==> src/rtl/cipher_stream_engine_if.sv <==
// Character stream bundle between the source, the cipher engine and the display driver.
// The master drives input beats and output ready; the slave (engine) drives the rest.
interface cipher_stream_engine_if;
    logic       in_valid;
    logic       in_ready;
    logic [7:0] in_data;
    logic       in_last;
    logic       out_valid;
    logic       out_ready;
    logic [7:0] out_data;
    logic       out_last;

    modport master (
        output in_valid, in_data, in_last, out_ready,
        input  in_ready, out_valid, out_data, out_last
    );

    modport slave (
        input  in_valid, in_data, in_last, out_ready,
        output in_ready, out_valid, out_data, out_last
    );
endinterface

==> src/rtl/cipher_stream_engine.sv <==
// Streaming Vigenere cipher for ASCII alphanumerics with a programmable key table.
// One output register gives full throughput; mode and key length lock per message.
module cipher_stream_engine #(
    parameter  int unsigned KEY_DEPTH = 8,
    localparam int unsigned KW        = $clog2(KEY_DEPTH)
) (
    input  logic                          clk,
    input  logic                          rst_n,
    input  logic                          key_wr_en,
    input  logic [KW-1:0]                 key_wr_addr,
    input  logic [7:0]                    key_wr_data,
    input  logic [KW:0]                   key_len,
    input  logic                          mode,
    output logic                          busy,
    cipher_stream_engine_if.slave         strm
);

    typedef enum logic {
        IDLE = 1'b0,
        RUN  = 1'b1
    } state_t;

    state_t        state;
    state_t        state_nxt;
    logic [7:0]    key_mem [KEY_DEPTH];
    logic [KW-1:0] idx;
    logic [KW-1:0] idx_nxt;
    logic          mode_q;
    logic          mode_nxt;
    logic [KW:0]   len_q;
    logic [KW:0]   len_nxt;
    logic          out_valid_nxt;
    logic [7:0]    out_data_nxt;
    logic          out_last_nxt;
    logic          busy_nxt;

    logic          in_fire;
    logic          key_we;
    logic [KW:0]   key_len_sat;
    logic          cur_mode;
    logic [KW:0]   cur_len;
    logic [7:0]    key_k;
    logic          is_digit;
    logic          is_upper;
    logic          is_lower;
    logic          is_alnum;
    logic          advance;
    logic [7:0]    range_lo;
    logic [7:0]    range_size;
    logic [7:0]    shift;
    logic [8:0]    range_hi;
    logic [8:0]    shifted;
    logic [7:0]    xform;

    assign strm.in_ready = !strm.out_valid || strm.out_ready;
    assign in_fire       = strm.in_valid && strm.in_ready;

    // Table writes only land between messages and never alongside an accepted beat
    assign key_we = rst_n && key_wr_en && (state == IDLE) && !in_fire;

    assign key_len_sat = (key_len > (KW+1)'(KEY_DEPTH)) ? (KW+1)'(KEY_DEPTH) : key_len;
    assign cur_mode    = (state == IDLE) ? mode : mode_q;
    assign cur_len     = (state == IDLE) ? key_len_sat : len_q;
    assign key_k       = key_mem[idx];

    assign is_digit = (strm.in_data >= 8'h30) && (strm.in_data <= 8'h39);
    assign is_upper = (strm.in_data >= 8'h41) && (strm.in_data <= 8'h5A);
    assign is_lower = (strm.in_data >= 8'h61) && (strm.in_data <= 8'h7A);
    assign is_alnum = is_digit || is_upper || is_lower;
    assign advance  = is_alnum && (cur_len != '0);

    // Character transform: shift within the character's own range, in 9 bits
    always_comb begin
        range_lo   = 8'h00;
        range_size = 8'd0;
        shift      = 8'd0;
        if (is_digit) begin
            range_lo   = 8'h30;
            range_size = 8'd10;
            shift      = key_k % 8'd10;
        end else if (is_upper) begin
            range_lo   = 8'h41;
            range_size = 8'd26;
            shift      = key_k % 8'd26;
        end else if (is_lower) begin
            range_lo   = 8'h61;
            range_size = 8'd26;
            shift      = key_k % 8'd26;
        end
        range_hi = {1'b0, range_lo} + {1'b0, range_size} - 9'd1;
        if (!cur_mode) begin
            shifted = {1'b0, strm.in_data} + {1'b0, shift};
            if (shifted > range_hi) begin
                shifted = shifted - {1'b0, range_size};
            end
        end else begin
            shifted = {1'b0, strm.in_data} - {1'b0, shift};
            if (shifted < {1'b0, range_lo}) begin
                shifted = shifted + {1'b0, range_size};
            end
        end
        xform = advance ? shifted[7:0] : strm.in_data;
    end

    // Next-state and registered-output logic
    always_comb begin
        state_nxt     = state;
        idx_nxt       = idx;
        mode_nxt      = mode_q;
        len_nxt       = len_q;
        out_valid_nxt = strm.out_valid;
        out_data_nxt  = strm.out_data;
        out_last_nxt  = strm.out_last;

        if (strm.in_ready) begin
            out_valid_nxt = in_fire;
        end

        if (in_fire) begin
            out_data_nxt = xform;
            out_last_nxt = strm.in_last;
            if (state == IDLE) begin
                mode_nxt = mode;
                len_nxt  = key_len_sat;
            end
            if (advance) begin
                idx_nxt = ((KW+1)'(idx) == (cur_len - (KW+1)'(1))) ? '0 : idx + KW'(1);
            end
            case (state)
                IDLE:    if (!strm.in_last) state_nxt = RUN;
                RUN:     if (strm.in_last)  state_nxt = IDLE;
                default: state_nxt = IDLE;
            endcase
            if (strm.in_last) begin
                idx_nxt = '0;
            end
        end

        busy_nxt = (state_nxt == RUN);
    end

    always_ff @(posedge clk) begin
        if (!rst_n) begin
            state         <= IDLE;
            idx           <= '0;
            mode_q        <= 1'b0;
            len_q         <= '0;
            strm.out_valid <= 1'b0;
            strm.out_data  <= 8'h00;
            strm.out_last  <= 1'b0;
            busy          <= 1'b0;
        end else begin
            state         <= state_nxt;
            idx           <= idx_nxt;
            mode_q        <= mode_nxt;
            len_q         <= len_nxt;
            strm.out_valid <= out_valid_nxt;
            strm.out_data  <= out_data_nxt;
            strm.out_last  <= out_last_nxt;
            busy          <= busy_nxt;
        end
    end

    // Key table survives reset
    always_ff @(posedge clk) begin
        if (key_we) begin
            key_mem[key_wr_addr] <= key_wr_data;
        end
    end

endmodule

==> src/flat_wrapper.sv <==
// flat-port wrapper written by rule: the top's interface ports become plain ports
module cipher_stream_engine_flat 
#(
    parameter  int unsigned KEY_DEPTH = 8,
    localparam int unsigned KW        = $clog2(KEY_DEPTH)
)
  (clk, rst_n, key_wr_en, key_wr_addr, key_wr_data, key_len, mode, busy, strm_in_valid, strm_in_data, strm_in_last, strm_out_ready, strm_in_ready, strm_out_valid, strm_out_data, strm_out_last);
  cipher_stream_engine_if strm_i ();
  input  logic clk;
  input  logic rst_n;
  input  logic key_wr_en;
  input  logic [KW-1:0] key_wr_addr;
  input  logic [7:0] key_wr_data;
  input  logic [KW:0] key_len;
  input  logic mode;
  output logic busy;
  input wire logic [$bits(strm_i.in_valid)-1:0] strm_in_valid;
  input wire logic [$bits(strm_i.in_data)-1:0] strm_in_data;
  input wire logic [$bits(strm_i.in_last)-1:0] strm_in_last;
  input wire logic [$bits(strm_i.out_ready)-1:0] strm_out_ready;
  output wire logic [$bits(strm_i.in_ready)-1:0] strm_in_ready;
  output wire logic [$bits(strm_i.out_valid)-1:0] strm_out_valid;
  output wire logic [$bits(strm_i.out_data)-1:0] strm_out_data;
  output wire logic [$bits(strm_i.out_last)-1:0] strm_out_last;
  assign strm_i.in_valid = strm_in_valid;
  assign strm_i.in_data = strm_in_data;
  assign strm_i.in_last = strm_in_last;
  assign strm_i.out_ready = strm_out_ready;
  assign strm_in_ready = strm_i.in_ready;
  assign strm_out_valid = strm_i.out_valid;
  assign strm_out_data = strm_i.out_data;
  assign strm_out_last = strm_i.out_last;
  cipher_stream_engine #(.KEY_DEPTH(KEY_DEPTH)) u_core (.clk(clk), .rst_n(rst_n), .key_wr_en(key_wr_en), .key_wr_addr(key_wr_addr), .key_wr_data(key_wr_data), .key_len(key_len), .mode(mode), .busy(busy), .strm(strm_i));
endmodule
==> config.mk <==
export PLATFORM = sky130hd
export DESIGN_NAME = cipher_stream_engine_flat
export DESIGN_NICKNAME = d
export VERILOG_FILES = /design/src/rtl/cipher_stream_engine_if.sv /design/src/rtl/cipher_stream_engine.sv /design/src/flat_wrapper.sv
export SDC_FILE = /design/constraint.sdc
export NUM_CORES = 1
export LEC_CHECK = 0
export ABC_AREA = 0
export BUFFER_PORTS_ARGS = -buffer_cell sky130_fd_sc_hd__buf_2
export CORE_MARGIN = 2
export CORE_UTILIZATION = 56
export CTS_CLUSTER_SIZE = 30
export DETAILED_ROUTE_END_ITERATION = 8
export GPL_TIMING_DRIVEN = 0
export PLACE_DENSITY = 0.75
export SLEW_MARGIN = 40
export SYNTH_ARGS = -nofsm -noshare
export SYNTH_HDL_FRONTEND = slang
export SYNTH_SLANG_ARGS = --single-unit
export TNS_END_PERCENT = 1
==> constraint.sdc <==
create_clock -name clk -period 6.5 [get_ports clk]
set_clock_uncertainty 0.15 [all_clocks]
set_input_delay 0.65 -clock clk [delete_from_list [all_inputs] [get_ports clk]]
set_output_delay 0.65 -clock clk [all_outputs]
set_load 0.005 [all_outputs]
# --- Yosys cells after proc, flatten, opt, wreduce, memory -nomap -nowiden ---
# Memory sizes are Yosys's and may differ from the RTL's. A register that Yosys moved wholly into a read port is not among the register bits.
# Index checks and enable logic that the tools add are counted.
word_totals:
  register_bits: 19
  mem_bits_rw: 64
  inputBits: 30
  wordCells: 69
  n_memories: 1
mem_list:
  columns: ["name", "depth", "word_bits", "rd", "rd_clocked_by_memory_dff", "write_ports", "line_no", "text"]
  rows:
  - ["u_core.key_mem", 8, 8, 1, 1, 1, "cipher_stream_engine.sv:25", "logic [7:0] key_mem [KEY_DEPTH];"]
op_classes:
  n_addsub: 8
  div: 2
  n_lt_le_gt_ge: 9
  eq_ne: 1
  mux: 24
  n_bitwise: 1
  n_reduce_logical: 16
ops:
  columns: ["operator", "count"]
  rows:
  - ["$mux W8", 11]
  - ["$add A8 B8 Y9", 2]
  - ["$ge A8 B7 Y1 const B", 2]
  - ["$le A8 B7 Y1 const B", 2]
  - ["$mux W3", 5]
  - ["$gt A9 B9 Y1", 1]
  - ["$lt A9 B8 Y1", 1]
  - ["$sub A8 B8 Y9", 1]
  - ["$sub A9 B1 Y9 const B", 1]
  - ["$add A8 B8 Y8", 1]
  - ["$ge A8 B6 Y1 const B", 1]
  - ["$le A8 B6 Y1 const B", 1]
  - ["$logic_and A1 B1 Y1", 8]
  - ["$mod A8 B4 Y8 const B", 1]
  - ["$mod A8 B5 Y8 const B", 1]
  - ["$mux W4", 2]
  - ["$sub A8 B8 Y8", 1]
  - ["$mux W7", 1]
  - ["$mux W5", 1]
  - ["$eq A3 B4 Y1", 1]
  - ["$gt A4 B4 Y1 const B", 1]
  - ["$mux W1", 4]
  - ["$reduce_bool A4 Y1", 1]
  - ["$sub A4 B1 Y4 const B", 1]
  - ["6 further kinds", 9]

# --- Logic depth before layout (Yosys ltp) ---
# Gate-level depths: netlist (run 1).
depth:
  ltp_word: 11
  mapped_depth: 35

# --- Worst setup path before layout (run 1) ---
# Ideal clock, no wire load.
synth_path:
  path_type: "register to register"
  from: "reg (tool-made name)"
  to: "reg u_core.strm.out_data[6]"
  t_arrival_ns: 6.659
  required_time_ns: 6.259
  path_slack_ns: -0.400
  path_stages_with_launch: 34
  cell_sequence: "dfxtp_1 buf_6 buf_6 mux4_2 mux2i_2 nand3_1 and3_1 a311oi_1 ha_1 and2_1 or2b_4 and2_4 xnor2_1 ha_1 inv_1 a21o_1 a2111oi_4 a311o_1 ha_1 a21o_1 a31oi_1 nor2_1 o21ai_0 nand2b_1 ha_1 nand4_1 nor2_1 nand4_1 nand3_1 a21oi_1 nor2_1 nor4_1 xnor2_1 a311oi_1"
synth_rtl:
  columns: ["element", "line_no", "text"]
  rows:
  - ["end signal: assignment", "cipher_stream_engine.sv:158", "strm.out_data <= out_data_nxt;"]
  - ["end: declaration", "cipher_stream_engine_if.sv:20", "output in_ready, out_valid, out_data, out_last"]

==> flow_metrics.py, run 1 <==
metrics = {
    "power_and_ir_drop": {
        "p_per_area_nw_per_um2": 216,
        "irDropWorstVdd_uv": 238,
        "p_leak_nw": 3.12,
    },
    "drt": {
        "drt_first_pass_iters": 7,
        "avgViaCountPerCell": 6.26,
        "vias": 5505,
        "drtIter0Drc": 563,
        "ant_nets": 0,
        "wl_per_cell_um": 19.5,
        "drc_errors": 1,
        "drt_wl_total_um": 17200,
    },
    "worst_setup_path": {
        "cpMostUsedCell": "buf_4",
        "cp.required_ns": 6.61,
        "cp_slowest_cell": "mux4_2",
        "worst-setup-path-type": "flop to flop",
        "cp-end-kind": "flop",
        "max_stage_delay_ns": 0.53,
        "cp_max_fo": 7,
        "worstPathArrival_ns": 7.10,
        "startpoint_type": "flop",
    },
    "timing": {
        "max_freq_ghz": 0.143,
        "rsz0062_at_grt": "true",
        "post-route-period-util_pct": 108,
        "finalWorstSetupSlack_ns": -0.492,
        "worst_pin_slew_ns": 0.877,
        "maxSlewHeadroom_pct": 39.8,
        "hold_viol_final": 0,
        "setup_violations": 7,
        "drv_slew": 0,
        "min_period_ns": 6.99,
    },
    "synth": {
        "async_flop_share_pct": 0,
        "synth.avg_cell_area_um2": 10.2,
        "synthCells": 618,
        "yosysUniqueCellTypes": 74,
        "seq_area_frac_synth_pct": 37.6,
        "netlist_area_um2": 6290,
        "synth_top_area_cell": "edfxtp_1",
        "yosysTopAreaCellShare_pct": 30.6,
        "synthesis.nets": 704,
        "ys_seq_elements": 86,
        "ys_warn_count": 0,
        "ys.flop_type": "edfxtp_1",
        "synthTopCellsByArea": "edfxtp_1 (31%), ha_1 (11%), dfxtp_1 (7.0%)",
        "synth-edff-count": 64,
    },
    "final_layout": {
        "finalInstanceArea_um2": 7950,
        "antenna_cells": 0,
        "layout.cells.most_common_list": "buf_4 (64), edfxtp_1 (64), nand2_1 (49), ha_1 (45), buf_2 (43)",
        "fin_nets": 820,
        "final_util_pct": 73.0,
        "drive_gt1_share_pct": 33.8,
        "area_growth_pct": 26.4,
    },
    "clocking": {
        "clockRootBuffer": "clkbuf_8",
        "clock_latency_ns": 0.36,
        "clockBufferDepth": 2,
        "path_clk_slew_ns": 0.08,
        "h-tree-depth": 3,
        "cts_made_buffers": 9,
        "cts_hold_buffers": 0,
        "clock_sinks": 86,
        "tritoncts": "done",
    },
    "grt": {
        "grt_busiest_layer": "met2",
        "antenna_found_initial": 0,
        "first_global_vias": 5303,
        "overflow": 0,
        "grtUsageMet3_pct": 4.33,
        "grt.met1_usage_pct": 40.3,
        "grt_use_total_pct": 28.8,
        "grt_start_max_net_pins": 15,
        "grt_pass1_wl_um": 26500,
        "use_met2_pct": 47.0,
    },
    "die": {
        "die_area_um2": 12100,
        "rows": 38,
        "top_level_ports": 42,
        "fp.dieW_um": 110,
        "dieHeight_um": 110,
        "start_util_pct": 57.7,
        "core_area_um2": 10900,
    },
    "status": {
        "status": "finished with violations",
        "violations": "design-rule violations, negative setup slack",
    },
    "min_path": {
        "hold_class": "flop to flop",
    },
    "place": {
        "dpl_cell_area_um2": 6760,
        "place_hpwl_um": 11600,
        "numPortBuffers": 40,
        "place.gp.congestion": 0.905,
    },
    "flow_run": {
        "cap_violations": 0,
    },
}
report_power, final:
part | switching, W | internal (W)
combinational | 0.000427 | 0.000360
sequential | 0.00000673 | 0.000601
clock | 0.000185 | 0.000140
total | 0.000619 | 0.00110
area by class of cell:
| type | count | area, µm² |
|---|---|---|
| multi-input cells | 480 | 4270 |
| clock buffers | 11 | 131 |
| flip-flops and latches | 86 | 2360 |
| repair buffers | 104 | 689 |
| plain buffers | 22 | 163 |
| inverters | 31 | 119 |
| well taps | 140 | 175 |
| clock inverters | 5 | 35.0 |
| fillers | 736 | 2940 |
Yosys cell counts, types with 5 or more instances:
master    instances
mux2_2            6
inv_1            31
or3_1             6
o21a_1            7
a211oi_1          7
a21oi_1          38
nand3_1          14
o211ai_1          9
clkbuf_1          9
a311oi_1          5
xor2_1            8
nor3_1           11
o31ai_1           5
xnor2_1          27
mux4_2           12
nor2_1           41
o21bai_1          8
nand2b_1          5
buf_2             7
nor2b_1           7
mux2i_1          22
a22oi_1           8
nand2_1          54
and2_1            8
ha_1             54
nor3b_1           7
o21ai_0          29
dfxtp_1          22
a31oi_1           8
edfxtp_1         64
logic make-up (layout without fill, tap and decap cells):
logic type	Yosys count	in the layout	synth area share (%)
simple gates	174	175	13.7
compound gates	167	167	18.4
flops	86	86	37.6
fa+ha+maj	58	58	11.7
buf+inv	53	173	3.66
mux	44	44	10.1
xor+xnor	35	35	4.88
other cells	1	1	0.0597
critical path, delay by kind of cell (launching register included):
kind / cells / cell delay, ns
AND/OR/NAND/NOR: 6 / 0.88
multiplexers: 5 / 1.50
AO/OA/AOI/OAI: 10 / 1.87
buffers and inverters: 10 / 1.17
flip-flops: 1 / 0.33
XOR/XNOR: 1 / 0.18
adder cells (fa/ha/maj): 3 / 0.79
through the flow:
step                hold WS (ns)  power, W  setup WS (ns)  TNS, ns  cells
CTS                        0.334   0.00162         -0.289    -1.60    853
global route               0.370   0.00180         -0.776    -4.98    879
finish                     0.334   0.00172         -0.492    -3.19    879
global placement           0.311   0.00115         -0.947    -5.83    798
floorplan                  0.307   0.00104        -0.0171  -0.0171    618
detailed placement         0.316   0.00117          -1.06    -6.50    800
sequential cells by signal, indices dropped and copies added (netlist names), named ones only:
signal	cells
u_core.strm.out_valid	1
u_core.idx	3
u_core.key_mem	64
u_core.strm.out_last	1
u_core.strm.out_data	8
u_core.len_q	4
u_core.busy	1
u_core.mode_q	1
what timing repair did:
item	4_1_cts	5_1_grt
resized for setup	72	37
cloned	1	0
pin swaps	47	43
endpoints found under the setup margin	7	7
setup buffers	37	26
path summary, 6_finish.rpt:
path,from,end,slack [ns],depth (start not counted)
max reg2reg,flop,u_core.strm.out_data[4]$_SDFFE_PN0P_,-0.49,35
min,u_core.strm.out_data[0]$_SDFFE_PN0P_,u_core.strm.out_data[0]$_SDFFE_PN0P_,0.33,2
max,flop,u_core.strm.out_data[4]$_SDFFE_PN0P_,-0.49,35
min reg2reg,u_core.strm.out_data[0]$_SDFFE_PN0P_,u_core.strm.out_data[0]$_SDFFE_PN0P_,0.33,2
routing by layer:
| layer | vias up | wire length [µm] |
|---|---|---|
| li1 | 2568 | - |
| met1 | 2683 | 7500 |
| met2 | 221 | 8350 |
| met3 | 33 | 991 |
| met4 | 0 | 322 |
| met5 | - | 0 |
Note: power is estimated with default switching activity, not from simulation.
==> run 2: changes to the inputs <==
PLACE_DENSITY = 0.81   (was 0.75)
==> run 2 against run 1 <==
- the flow finishes with violations (negative setup slack)
- global-route usage grew 0.36 points
- sequential cell count unchanged
- combinational power shrank 6.6%
- register-to-register slack about the same
- worst hold slack got worse by 0.014 ns
- final area down 2.2%
- maximum frequency up 0.20%
- final cell count fell by 1.9%
- critical path depth decreased by 2
- non-clock buffer count shrank 16
- count of clock-buffer cells in the layout fell by 1
- sequential power hardly changed
- critical endpoint is now u_core.strm.out_data[3]$_SDFFE_PN0P_
- largest power group unchanged
==> flow_metrics.py, run 2 (synthesis results as in run 1) <==
metrics = {
    "power_and_ir_drop": {
        "total_power_w": 0.00174,
        "clockPowerShare_pct": 23.0,
        "power.internal_w": 0.00114,
        "switching_power_w": 0.000603,
        "p_leak_nw": 3.02,
        "pwr-share-seq_pct": 34.9,
        "irDropWorstVdd_uv": 198,
        "p_sw_share_pct": 34.6,
        "p_per_area_nw_per_um2": 224,
        "combinationalPowerShare_pct": 42.2,
    },
    "die": {
        "dieHeight_um": 110,
        "start_util_pct": 57.7,
        "fp.dieW_um": 110,
        "top_level_ports": 42,
        "core_area_um2": 10900,
        "rows": 38,
        "die_area_um2": 12100,
    },
    "drt": {
        "drc_errors": 0,
        "drt_first_pass_iters": 7,
        "drt_wl_total_um": 17300,
        "avgViaCountPerCell": 6.44,
        "ant_nets": 0,
        "vias": 5549,
        "drtIter0Drc": 441,
        "wl_per_cell_um": 20.1,
    },
    "place": {
        "dp.cells": 801,
        "place.gp.congestion": 0.919,
        "place_ws_ns": -1.15,
        "numPortBuffers": 40,
        "place_hpwl_um": 11900,
    },
    "clocking": {
        "clock_latency_ns": 0.36,
        "h-tree-depth": 3,
        "clockRootBuffer": "clkbuf_8",
        "clock_sinks": 86,
        "clockBufferDepth": 2,
        "path_clk_slew_ns": 0.08,
        "tritoncts": "done",
        "cts_made_buffers": 9,
    },
    "timing": {
        "worst_pin_slew_ns": 0.823,
        "finalWorstSetupSlack_ns": -0.478,
        "post-route-period-util_pct": 107,
        "min_period_ns": 6.98,
        "holdWs_ns": 0.319,
        "max_freq_ghz": 0.143,
        "drv_slew": 0,
        "hold_viol_final": 0,
        "maxSlewHeadroom_pct": 44.9,
        "setup_violations": 7,
        "rsz0062_at_grt": "true",
    },
    "min_path": {
        "hold_class": "flop to flop",
    },
    "worst_setup_path": {
        "cp_num_buf_inv": 4,
        "worstPathArrival_ns": 7.09,
        "worst-setup-path-type": "flop to flop",
        "rrSetupSlack_ns": -0.48,
        "cp_max_fo": 7,
        "max_stage_delay_ns": 0.54,
        "cp_slowest_cell": "mux4_2",
        "critPathTopFamily": "compound AO/OA/AOI/OAI gates",
        "cp.required_ns": 6.61,
        "startpoint_type": "flop",
        "cp-end-kind": "flop",
    },
    "final_layout": {
        "largest_reg_flops": 64,
        "antenna_cells": 0,
        "layoutNonFillerInstCount": 862,
        "area_growth_pct": 23.6,
        "drive_gt1_share_pct": 29.9,
        "top_register": "u_core.key_mem",
        "fin_nets": 803,
        "layout_commonest_cell": "edfxtp_1",
        "largestRegisters": "u_core.key_mem: 64 flops, u_core.strm.out_data: 8 flops, u_core.len_q: 4 flops",
        "layout.cells.most_common_list": "edfxtp_1 (64), buf_4 (53), nand2_1 (50), ha_1 (45), buf_2 (42)",
    },
    "grt": {
        "grtUsageMet3_pct": 4.62,
        "first_global_vias": 5498,
        "grt_busiest_layer": "met2",
        "grt_pass1_wl_um": 27000,
        "overflow": 0,
        "grt_start_max_net_pins": 15,
        "antenna_found_initial": 0,
        "grt_use_total_pct": 29.1,
        "grt.met1_usage_pct": 37.2,
        "use_met2_pct": 49.4,
    },
    "flow_run": {
        "cap_violations": 0,
    },
    "status": {
        "violations": "negative setup slack",
        "status": "finished with violations",
    },
}
==> run 2: tightest hold or removal path: stages (launching register included) <==
cell and delay [ns]:
dfxtp_1 0.32, nand2_1 0.05, a21boi_0 0.06
==> run 2: worst paths after layout <==
kind / to / startpoint / cells past startpoint
setup reg to reg: u_core.strm.out_data[3]$_SDFFE_PN0P_ / flop / 33
hold / removal: u_core.strm.out_last$_SDFFE_PN0P_ / u_core.strm.out_last$_SDFFE_PN0P_ / 2
setup / recovery: u_core.strm.out_data[3]$_SDFFE_PN0P_ / flop / 33
hold reg to reg: u_core.strm.out_last$_SDFFE_PN0P_ / u_core.strm.out_last$_SDFFE_PN0P_ / 2
==> run 2: repair_timing <==
item	CTS	global route
gates resized for setup	59	24
pin swaps	32	31
setup endpoints to repair	7	7
hold buffers	0	0
setup buffers	35	10
==> run 2: power by group through the flow <==
stage | Sequential, W | Combinational [W] | Clock [W]
global route | 0.000609 | 0.000792 | 0.000418
global placement | 0.000619 | 0.000523 | 0
finish | 0.000608 | 0.000735 | 0.000400
detailed placement | 0.000620 | 0.000553 | 0
CTS | 0.000607 | 0.000668 | 0.000401
floorplan | 0.000619 | 0.000417 | 0
==> run 2: metrics by stage <==
step	setup TNS, ns	instance area, µm²	util [%]
after global placement	-5.10	6730	61.8
after floorplan	-0.0171	6350	-
after CTS	-2.31	7550	69.3
final	-2.91	7770	71.4
after detailed placement	-6.89	6770	62.2
after global routing	-4.97	7770	71.4
==> run 2: final cells by class <==
class,instances,area (µm²)
Buffer,22,155
Clock buffer,10,128
Clock inverter,6,85.1
Fill cell,726,3120
Inverter,31,116
Multi-Input combinational cell,479,4190
Sequential cell,86,2360
Tap cell,140,175
Timing Repair Buffer,88,561
==> run 2: routing by layer <==
| metal | up-vias | wire [µm] |
|---|---|---|
| li1 | 2528 | - |
| met1 | 2663 | 6880 |
| met2 | 291 | 8580 |
| met3 | 67 | 1310 |
| met4 | 0 | 562 |
| met5 | - | 0 |
